===== src/rtl/reg_bank_arbiter_pkg.sv =====
// Shared definitions for the register-bank arbiter: bus widths and FSM state encoding.
package reg_bank_arbiter_pkg;

    localparam int ADDR_W = 8;
    localparam int DATA_W = 8;

    typedef enum logic [2:0] {
        ST_IDLE      = 3'd0,
        ST_IIC_WR    = 3'd1,
        ST_UART_RD   = 3'd2,
        ST_UART_WR   = 3'd3,
        ST_UART_DONE = 3'd4,
        ST_REFR      = 3'd5,
        ST_REFR_DONE = 3'd6
    } state_e;

endpackage


===== src/rtl/reg_bank_arbiter.sv =====
// Arbitrates one external single-port RAM between I2C writes, UART commands and a
// background refresh that keeps iic_rdata tracking RAM[iic_addr].
//
// state      | meaning
// IDLE       | pick next access: pending I2C write > UART (if fair) > refresh
// IIC_WR     | write pending I2C entry to RAM
// UART_RD    | RAM read at uart_addr
// UART_WR    | RAM write of uart_wdata at uart_addr
// UART_DONE  | ack UART, capture read data, block UART until next refresh
// REFR       | RAM read at iic_addr
// REFR_DONE  | capture refresh data into iic_rdata
module reg_bank_arbiter
    import reg_bank_arbiter_pkg::*;
(
    input  logic              clk,
    input  logic              rst,
    input  logic [ADDR_W-1:0] iic_addr,
    input  logic [DATA_W-1:0] iic_wdata,
    input  logic              iic_wr_en,
    output logic [DATA_W-1:0] iic_rdata,
    input  logic              uart_req,
    input  logic              uart_we,
    input  logic [ADDR_W-1:0] uart_addr,
    input  logic [DATA_W-1:0] uart_wdata,
    output logic              uart_ack,
    output logic [DATA_W-1:0] uart_rdata,
    output logic              mem_en,
    output logic              mem_we,
    output logic [ADDR_W-1:0] mem_addr,
    output logic [DATA_W-1:0] mem_wdata,
    input  logic [DATA_W-1:0] mem_rdata,
    output logic              wr_overflow
);

    state_e              state_q, state_d;
    logic                pend_vld_q, pend_vld_d;
    logic [ADDR_W-1:0]   pend_addr_q, pend_addr_d;
    logic [DATA_W-1:0]   pend_data_q, pend_data_d;
    logic                fair_q, fair_d;
    logic                ovf_q, ovf_d;
    logic                uart_rd_q, uart_rd_d;
    logic [DATA_W-1:0]   iic_rdata_q, iic_rdata_d;
    logic [DATA_W-1:0]   uart_rdata_q, uart_rdata_d;
    logic [ADDR_W-1:0]   refr_addr_q, refr_addr_d;

    always_comb begin
        state_d      = state_q;
        pend_vld_d   = pend_vld_q;
        pend_addr_d  = pend_addr_q;
        pend_data_d  = pend_data_q;
        fair_d       = fair_q;
        ovf_d        = ovf_q;
        uart_rd_d    = uart_rd_q;
        iic_rdata_d  = iic_rdata_q;
        uart_rdata_d = uart_rdata_q;
        refr_addr_d  = refr_addr_q;
        mem_en       = 1'b0;
        mem_we       = 1'b0;
        mem_addr     = refr_addr_q;
        mem_wdata    = '0;
        uart_ack     = 1'b0;

        case (state_q)
            ST_IDLE: begin
                // An arriving strobe counts as pending so it wins over a same-cycle UART request.
                if (pend_vld_q || iic_wr_en) begin
                    state_d = ST_IIC_WR;
                end else if (uart_req && !fair_q) begin
                    state_d   = uart_we ? ST_UART_WR : ST_UART_RD;
                    uart_rd_d = !uart_we;
                end else begin
                    state_d = ST_REFR;
                end
            end
            ST_IIC_WR: begin
                mem_en     = 1'b1;
                mem_we     = 1'b1;
                mem_addr   = pend_addr_q;
                mem_wdata  = pend_data_q;
                pend_vld_d = 1'b0;
                state_d    = ST_IDLE;
            end
            ST_UART_WR: begin
                mem_en    = 1'b1;
                mem_we    = 1'b1;
                mem_addr  = uart_addr;
                mem_wdata = uart_wdata;
                state_d   = ST_UART_DONE;
            end
            ST_UART_RD: begin
                mem_en   = 1'b1;
                mem_addr = uart_addr;
                state_d  = ST_UART_DONE;
            end
            ST_UART_DONE: begin
                uart_ack = 1'b1;
                if (uart_rd_q) begin
                    uart_rdata_d = mem_rdata;
                end
                fair_d  = 1'b1;
                state_d = ST_IDLE;
            end
            ST_REFR: begin
                mem_en      = 1'b1;
                mem_addr    = iic_addr;
                refr_addr_d = iic_addr;
                fair_d      = 1'b0;
                state_d     = ST_REFR_DONE;
            end
            ST_REFR_DONE: begin
                iic_rdata_d = mem_rdata;
                state_d     = ST_IDLE;
            end
            default: state_d = ST_IDLE;
        endcase

        // Strobe capture comes last so a reload in IIC_WR overrides the clear above.
        if (iic_wr_en) begin
            if (pend_vld_q && (state_q != ST_IIC_WR)) begin
                ovf_d = 1'b1;
            end
            pend_vld_d  = 1'b1;
            pend_addr_d = iic_addr;
            pend_data_d = iic_wdata;
        end
    end

    always_ff @(posedge clk) begin
        if (rst) begin
            state_q      <= ST_IDLE;
            pend_vld_q   <= 1'b0;
            pend_addr_q  <= '0;
            pend_data_q  <= '0;
            fair_q       <= 1'b0;
            ovf_q        <= 1'b0;
            uart_rd_q    <= 1'b0;
            iic_rdata_q  <= '0;
            uart_rdata_q <= '0;
            refr_addr_q  <= '0;
        end else begin
            state_q      <= state_d;
            pend_vld_q   <= pend_vld_d;
            pend_addr_q  <= pend_addr_d;
            pend_data_q  <= pend_data_d;
            fair_q       <= fair_d;
            ovf_q        <= ovf_d;
            uart_rd_q    <= uart_rd_d;
            iic_rdata_q  <= iic_rdata_d;
            uart_rdata_q <= uart_rdata_d;
            refr_addr_q  <= refr_addr_d;
        end
    end

    // Read data is forwarded during the ack cycle so it is valid together with uart_ack.
    assign uart_rdata  = (state_q == ST_UART_DONE && uart_rd_q) ? mem_rdata : uart_rdata_q;
    assign iic_rdata   = iic_rdata_q;
    assign wr_overflow = ovf_q;

endmodule

===== config.mk =====
export PLATFORM = sky130hd
export DESIGN_NAME = reg_bank_arbiter
export DESIGN_NICKNAME = d
export VERILOG_FILES = /design/src/rtl/reg_bank_arbiter_pkg.sv /design/src/rtl/reg_bank_arbiter.sv
export SDC_FILE = /design/constraint.sdc
export NUM_CORES = 1
export LEC_CHECK = 0
export BUFFER_PORTS_ARGS = -buffer_cell sky130_fd_sc_hd__buf_4
export CORE_MARGIN = 3
export CORE_UTILIZATION = 52
export DETAILED_ROUTE_END_ITERATION = 6
export PLACE_DENSITY = 0.84
export SLEW_MARGIN = 30
export SYNTH_ARGS = -nofsm -noshare
export SYNTH_HDL_FRONTEND = slang
export SYNTH_SLANG_ARGS = --single-unit

===== constraint.sdc =====
create_clock -name clk -period 4.3 [get_ports clk]
set_input_delay 0 -clock clk [delete_from_list [all_inputs] [get_ports clk]]
set_output_delay 0 -clock clk [all_outputs]
set_load 0.05 [all_outputs]

# Word level (Yosys, flattened, before mapping)
# Cells that the tools add are included.
# op_classes
mux	13
reduce_logical	15
eq_ne	7
n_bitwise	1
# op_table
cell	n
case mux 8 bit (3 select lines)	1
case mux 8 bit (2 select lines)	1
== test 3 bit, second input constant	3
case mux 3 bit (3 select lines)	1
two-way mux 8 bit	1
== test 3 x 2 -> 1 bit, second input constant	2
two-way mux 1 bit	6
two-way mux 3 bit	2
AND reduction 2 bit	2
nonzero test 2 bit	2
OR reduction 2 bit	2
OR reduction 4 bit	1
== test 3 x 1 -> 1 bit, second input constant	1
logical AND 1 bit	3
zero test 3 bit	1
!= test 3 x 1 -> 1 bit, second input constant	1
AND reduction 3 bit	1
zero test 1 bit	2
case mux 1 bit (2 select lines)	1
logical OR 1 bit	1
inverter 1 bit	1
# totals
in_bits	45
register_bits	47
out_inout_bits	36
elab_cells	46

# Logic depth before layout (Yosys ltp)
# Gate-level depths: netlist of the first run.
# depth
word_depth	5
mapped_depth	5
mapped_depth_nobuf	3

# Least setup slack after synthesis of the first run
# OpenSTA, ideal clock, no wires.
# synth_path
path_type	register to register
start	reg state_q[1]
end	reg uart_rdata_q[7]
required_time_ps	4171
stages_incl_launch_ff	6
period_less_slack_ps	1772
setup_slack_ps	2528
setup_time_ps	129
arrival_time_ps	1643
n_path_buf	2
path_cell_list	dfxtp_1 -> buf_2 -> nor4bb_1 -> buf_2 -> mux2_1 -> nor2b_1
# synth_between
elab_chain_cells	2
# synth_rtl
item	line_no	rtl
from (decl)	reg_bank_arbiter.sv:35	state_e state_q, state_d;
from (signal assigned)	reg_bank_arbiter.sv:141	state_q <= state_d;
== test 3 bit	reg_bank_arbiter.sv:63	case (state_q)
AND reduction 2 bit (no line)	n/a	
to (signal assigned)	reg_bank_arbiter.sv:149	uart_rdata_q <= uart_rdata_d;
to (decl)	reg_bank_arbiter.sv:43	logic [DATA_W-1:0] uart_rdata_q, uart_rdata_d;
# No other way between the ends.
# A chain may end at the register's enable or synchronous reset.

# Worst setup path after layout of the first run
# layout_path
start	reg state_q[2]
end	out uart_rdata[2]
# layout_between
elab_chain_cells	3
# layout_rtl
item	line_no	rtl
== test 3 bit	reg_bank_arbiter.sv:155	assign uart_rdata = (state_q == ST_UART_DONE && uart_rd_q) ? mem_rdata : uart_rdata_q;
logical AND 1 bit	reg_bank_arbiter.sv:155	
two-way mux 8 bit	reg_bank_arbiter.sv:155	
to (decl)	reg_bank_arbiter.sv:26	output logic [DATA_W-1:0] uart_rdata,
# No other way between the ends.

==> flow_metrics.env, run 1 <==
export IMPL_cp_startpoint="state_q[2]$_SDFF_PP0_"
export IMPL_initial_core_util_pct=55.7
export IMPL_crit_chain="nor4bb_4 -> mux2_1 -> buf_4"
export IMPL_cap_violations=0
export IMPL_globalplace_congestion=0.720
export IMPL_synth_edff_count=0
export IMPL_postCtsSetupBuffers=0
export IMPL_min_period_over_period_pct=58.1
export IMPL_met2WireLength_um=2650
export IMPL_final_cell_mix="buf_4 (80), mux2i_1 (48), dfxtp_1 (47)"
export IMPL_tightestPinTransition_ns=0.889
export IMPL_grt_antenna_before_repair=0
export IMPL_fp_dieW_um=69.8
export IMPL_regArea_um2=941
export IMPL_portBuffers=80
export IMPL_drt_first_pass_iters=4
export IMPL_rrSetupSlack_ns=2.05
export IMPL_powerDensity_nw_per_um2=365
export IMPL_crit_path_start_kind="register"
export IMPL_grt_pass1_vias=1895
export IMPL_io_pins=81
export IMPL_path_max_fanout=20
export IMPL_yosys_warnings=0
export IMPL_rsz0062_at_grt="false"
export IMPL_syn_to_final_growth_pct=46.2
export IMPL_wirelength_um=5140
export IMPL_status="complete, no violations"
export IMPL_synthesis_nets=262
export IMPL_route_detailed_drc=0
export IMPL_skew_ns=0.0123
export IMPL_async_flop_share_pct=0
export IMPL_cts_resized=0
export IMPL_clock_path_buffers=2
export IMPL_grt_usage_pct=21.3
export IMPL_p_leak_nw=1.48
export IMPL_grt_max_degree=49
export IMPL_n_antenna_cell=0
export IMPL_syn_inst=217
export IMPL_tns_ns=0
export IMPL_cts_htree_levels=2
export IMPL_finalHoldViolations=0
export IMPL_insertion_delay_ns=0.30
export IMPL_wl_met1_um=2080
export IMPL_topRoutingLayerUsed="met4"
export IMPL_ys_types=28
export IMPL_grt_overflow=0
export IMPL_core_area_um2=3800
export IMPL_syn_avg_cell_area_um2=9.74
export IMPL_final_common_cell="buf_4"
export IMPL_total_power_mw=1.13
export IMPL_cts_tree="built"
export IMPL_max_freq_ghz=0.400
export IMPL_drive_gt1_share_pct=31.4
export IMPL_crit_buf_inv=1
export IMPL_ant_nets=0
export IMPL_met3WireLength_um=282
export IMPL_timing_final_ws_setup_ns=1.80
export IMPL_dp_hpwl_um=3190
export IMPL_vias=1873
export IMPL_numClockSinks=47
export IMPL_path_class="register to primary output"
export IMPL_hold_path_class="input port to register"
export IMPL_cts_root_buffer="clkbuf_8"
export IMPL_maxSlewHeadroom_pct=40.6
export IMPL_min_period_ns=2.50
export IMPL_max_stage_delay_ns=0.85
export IMPL_arrival_ns=2.50
export IMPL_wire_per_inst_um=14.3
export IMPL_post_route_util_pct=81.4
export IMPL_die_h_um=69.8
export IMPL_final_max_slew_viol_count=0
export IMPL_ys_seq_area_share_pct=44.5
export IMPL_vias_per_cell=5.20
export IMPL_clk_pin_slew_worst_paths_ns=0.07
export IMPL_multiInputGateArea_um2=1100
export IMPL_grt_pass1_wl_um=8500
export IMPL_end_kind="primary output"
export IMPL_peakVddDrop_uv=271
export IMPL_critical_path_top_delay_family="flip-flops"
export IMPL_r2r_start="state_q[2]$_SDFF_PP0_"
export IMPL_dp_worst_setup_slack_ns=1.80
export IMPL_synth_ff_latch_count=47
export IMPL_hp_start="uart_req"
export IMPL_fillers=243
export IMPL_crit_slowest_cell="dfxtp_1"
export IMPL_row_count=22
export IMPL_synth_area_um2=2110
export IMPL_cts_made_buffers=5
export IMPL_finalSetupViolCount=0
export IMPL_drt_iter0_markers=89
export IMPL_die_area_um2=4870
export IMPL_nets=356
export IMPL_required_ns=4.30
export IMPL_ys_flop_type="dfxtp_1"
-- cell usage after synthesis (all sizes together) (3+ instances only) --
library cell,count,area share (%)
mux2i,48,23
mux2,8,4.3
nand2b,3,0.89
dfxtp,47,44
a21oi,3,0.89
nor2,43,7.6
o221a,8,4.3
clkbuf,5,0.89
nand2,9,1.6
buf,13,3.0
inv,3,0.53
nor2b,10,3.0
o21ai,3,0.71
-- power breakdown --
group          total (mW)  switching [mW]  internal (mW)  leakage [nW]
Sequential          0.473          0.0210          0.452         0.383
Combinational       0.284           0.162          0.121          1.03
Clock               0.372           0.140          0.232        0.0654
Total                1.13           0.323          0.806          1.48
-- sequential cells by signal, summed over array words and instances (netlist names) --
register      cells
pend_data_q       8
uart_rdata_q      8
pend_vld_q        1
fair_q            1
wr_overflow       1
refr_addr_q       8
iic_rdata         8
state_q           3
pend_addr_q       8
uart_rd_q         1
-- tightest hold or removal path, delay by kind of cell --
kind                   cells  cell delay, ns
AOI/OAI and AO/OA          2            0.23
buffers and inverters      2            0.12
-- final timing paths --
check | to | cells after the start
setup / recovery | uart_rdata[2] | 3
hold / removal | state_q[2]$_SDFF_PP0_ | 4
hold reg to reg | wr_overflow$_SDFFE_PP0P_ | 2
setup reg to reg | uart_rdata_q[2]$_SDFFE_PP0P_ | 3
-- final cells by class --
cell class,count,share of cell area [%]
Clock buffer,6,2.35
Clock inverter,2,1.94
Inverter,3,0.364
Multi-Input combinational cell,149,35.5
Sequential cell,47,30.4
Tap cell,48,1.94
Timing Repair Buffer,105,27.5
-- what timing repair did --
item                       4_1_cts  5_1_grt
hold buffers                    25        0
hold endpoints to repair        32        0
setup endpoints to repair        0        0
-- kinds of logic (layout without fill, tap and decap cells) --
family                 Yosys count  count (layout)  share of synthesized area [%]
AO/OA/AOI/OAI                   18              18                           7.52
AND/OR/NAND/NOR                 75              75                           16.6
flip-flops                      47              47                           44.5
buffers and inverters           21             116                           4.38
multiplexers                    56              56                           27.0
-- through the flow --
step	hold WS, ns	instances	cell area (um2)
floorplan	0.110	217	2110
global placement	0.214	327	2700
detailed placement	0.228	327	2700
CTS	0.0998	360	3080
global route	0.149	360	3090
finish	0.110	360	3090
-- routing by layer --
layer	vias up	global-route usage [%]
met2	62	37.9
met1	862	24.7
li1	937	-
met5	-	0
met3	12	4.49
met4	0	8.30
Note: power is estimated with default switching activity, not from simulation.
==> run 2, diff against run 1 <==
--- a/config.mk
+++ b/config.mk
@@ -5,11 +5,12 @@
 export SDC_FILE = /design/constraint.sdc
 export NUM_CORES = 1
 export LEC_CHECK = 0
+export ABC_AREA = 1
 export BUFFER_PORTS_ARGS = -buffer_cell sky130_fd_sc_hd__buf_4
 export CORE_MARGIN = 3
-export CORE_UTILIZATION = 52
+export CORE_UTILIZATION = 48
 export DETAILED_ROUTE_END_ITERATION = 6
-export PLACE_DENSITY = 0.84
+export PLACE_DENSITY = 0.79
 export SLEW_MARGIN = 30
 export SYNTH_ARGS = -nofsm -noshare
 export SYNTH_HDL_FRONTEND = slang
==> constraint.sdc (replaced) <==
create_clock -name clk -period 2.3 [get_ports clk]
set_input_delay 0 -clock clk [delete_from_list [all_inputs] [get_ports clk]]
set_output_delay 0 -clock clk [all_outputs]
set_load 0.05 [all_outputs]
==> run 2 against run 1 <==
First-iteration DRC count grew to 2.6 times the previous value. Clock power is 22% higher. Sequential power is 86% higher. Power is 59% higher. Critical path type unchanged. Hold slack worse by 0.059 ns.
==> flow_metrics.env, run 2 <==
export IMPL_status="complete, no violations"
export IMPL_row_count=23
export IMPL_ant_nets=0
export IMPL_min_period_over_period_pct=83.7
export IMPL_maxSlewHeadroom_pct=55.8
export IMPL_cts_root_buffer="clkbuf_8"
export IMPL_p_leak_nw=1.50
export IMPL_rrSetupSlack_ns=0.73
export IMPL_finalSetupViolCount=0
export IMPL_crit_path_start_kind="register"
export IMPL_final_max_slew_viol_count=0
export IMPL_globalplace_congestion=0.831
export IMPL_cts_htree_levels=2
export IMPL_rr_endpoint="fair_q$_SDFFE_PP0P_"
export IMPL_grt_usage_pct=22.1
export IMPL_core_area_um2=4120
export IMPL_cts_tree="built"
export IMPL_initial_core_util_pct=51.2
export IMPL_r2r_start="state_q[0]$_SDFF_PP0_"
export IMPL_grt_antenna_before_repair=0
export IMPL_fin_cells=450
export IMPL_cts_made_buffers=5
export IMPL_drt_iter0_markers=231
export IMPL_ys_flop_type="dfxtp_1"
export IMPL_synth_most_common_cell="nand2_1"
export IMPL_clock_path_buffers=2
export IMPL_drt_first_pass_iters=4
export IMPL_path_class="register to primary output"
export IMPL_rr_worst_depth=5
export IMPL_whs_ns=0.0511
export IMPL_dp_hpwl_um=3750
export IMPL_async_flop_share_pct=0
export IMPL_portBuffers=80
export IMPL_ys_seq_area_share_pct=44.7
export IMPL_cts_resized=0
export IMPL_postCtsSetupBuffers=0
export IMPL_final_common_cell="buf_4"
export IMPL_max_freq_ghz=0.519
export IMPL_hold_path_class="input port to register"
export IMPL_vias=2223
export IMPL_syn_avg_cell_area_um2=7.00
export IMPL_finalHoldViolations=0
export IMPL_clk_pin_slew_worst_paths_ns=0.08
export IMPL_synth_area_leaders="dfxtp_1 (45%), nand2_1 (13%), nor2_1 (11%), o21ai_0 (5.9%), inv_1 (4.5%)"
export IMPL_tightestPinTransition_ns=0.662
export IMPL_synth_ff_latch_count=47
export IMPL_synth_edff_count=0
export IMPL_synth_common_cells="nand2_1 (74), nor2_1 (59), dfxtp_1 (47), inv_1 (25), o21ai_0 (25)"
export IMPL_hold_depth=2
export IMPL_n_antenna_cell=0
export IMPL_cap_violations=0
export IMPL_tns_ns=0
export IMPL_skew_ns=0.00628
export IMPL_min_period_ns=1.93
export IMPL_grt_pass1_vias=2108
export IMPL_hp_start="rst"
export IMPL_wire_per_inst_um=12.5
export IMPL_final_cell_mix="buf_4 (80), nand2_1 (74), nor2_1 (59)"
export IMPL_required_ns=2.30
export IMPL_yosys_warnings=0
export IMPL_wirelength_um=5630
export IMPL_vias_per_cell=4.94
export IMPL_ys_types=22
export IMPL_arrival_ns=1.93
export IMPL_grt_pass1_wl_um=9200
export IMPL_timing_final_ws_setup_ns=0.374
export IMPL_hold_end="uart_rdata_q[5]$_SDFFE_PP0P_"
export IMPL_path_max_fanout=16
export IMPL_io_pins=81
export IMPL_powerDensity_nw_per_um2=597
export IMPL_dp_cells=419
export IMPL_route_detailed_drc=0
export IMPL_rsz0062_at_grt="false"
export IMPL_synth_top_area_cell="dfxtp_1"
export IMPL_die_h_um=72.3
export IMPL_dp_worst_setup_slack_ns=0.734
export IMPL_synthesis_nets=346
export IMPL_die_area_um2=5220
export IMPL_fillers=336
export IMPL_insertion_delay_ns=0.29
export IMPL_grt_overflow=0
export IMPL_synth_area_um2=2110
export IMPL_numClockSinks=47
export IMPL_peakVddDrop_uv=375
export IMPL_ctsHoldBuffers=25
export IMPL_grt_max_degree=28
export IMPL_synth_top_cell_area_share_pct=44.7
export IMPL_drive_gt1_share_pct=27.5
export IMPL_fp_dieW_um=72.3
export IMPL_nets=446
export IMPL_syn_to_final_growth_pct=43.2
export IMPL_syn_inst=301
export IMPL_end_kind="primary output"
==> run 2: cell types whose count changed in the layout (fill, tap and decap cells not counted), moves of 10 or more <==
cell	delta
mux2i_1	-48
inv_1	+22
a21oi_1	+11
nor2_1	+16
nand2_1	+65
o21ai_0	+22
nand3_1	+11
nor2b_1	-10
==> run 2: power breakdown <==
part           leakage (nW)  switching (mW)  internal, mW
Sequential            0.384          0.0324         0.848
Combinational          1.08           0.296         0.171
Clock                0.0371           0.251         0.203
Total                  1.50           0.579          1.22
==> run 2: final cells by class <==
class / instances / area (um2) / area share, %
multi-input combinational: 214 / 986 / 32.7
sequential: 47 / 941 / 31.2
timing repair buffer: 105 / 851 / 28.2
inverter: 28 / 105 / 3.48
clock buffer: 6 / 72.6 / 2.40
tap: 50 / 62.6 / 2.07
==> run 2: worst max-delay path: stages (launching register included) <==
cell and delay, ns:
dfxtp_1 0.68, nand2_2 0.18, nor2_4 0.36, nand2_1 0.09, nand4_1 0.11, buf_4 0.21
==> run 2: logic make-up after synthesis <==
logic type / share of synthesized area, %
simple gates: 34.2
compound gates: 12.6
buf+inv: 8.55
flops: 44.7
==> run 2: per-layer routing <==
layer / vias up / routed length (um) / GRT usage [%]
met1: 984 / 2420 / 27.6
met2: 81 / 2750 / 36.7
met4: 0 / 112 / 9.39
li1: 1147 / - / -
met5: - / 0 / 0
met3: 11 / 346 / 4.85
==> run 2: worst max-delay path by stage <==
stage | start | end | slack [ns] | depth (start not counted)
after global routing | state_q[0]$_SDFF_PP0_ | uart_rdata[3] | 0.26 | 6
after floorplan | state_q[1]$_SDFF_PP0_ | mem_addr[2] | 1.05 | 6
after global placement | state_q[0]$_SDFF_PP0_ | mem_addr[5] | 0.76 | 5
after CTS | state_q[0]$_SDFF_PP0_ | mem_addr[5] | 0.39 | 5
after detailed placement | state_q[0]$_SDFF_PP0_ | mem_addr[5] | 0.73 | 5
final | state_q[0]$_SDFF_PP0_ | mem_addr[5] | 0.37 | 5
==> run 2: per-stage QoR <==
stage | instance area, um2 | util (%) | total power, mW
CTS | 3020 | 73.3 | 1.81
global placement | 2700 | 65.5 | 1.32
detailed placement | 2700 | 65.5 | 1.33
global route | 3020 | 73.3 | 1.88
finish | 3020 | 73.3 | 1.80
floorplan | 2110 | - | 1.18
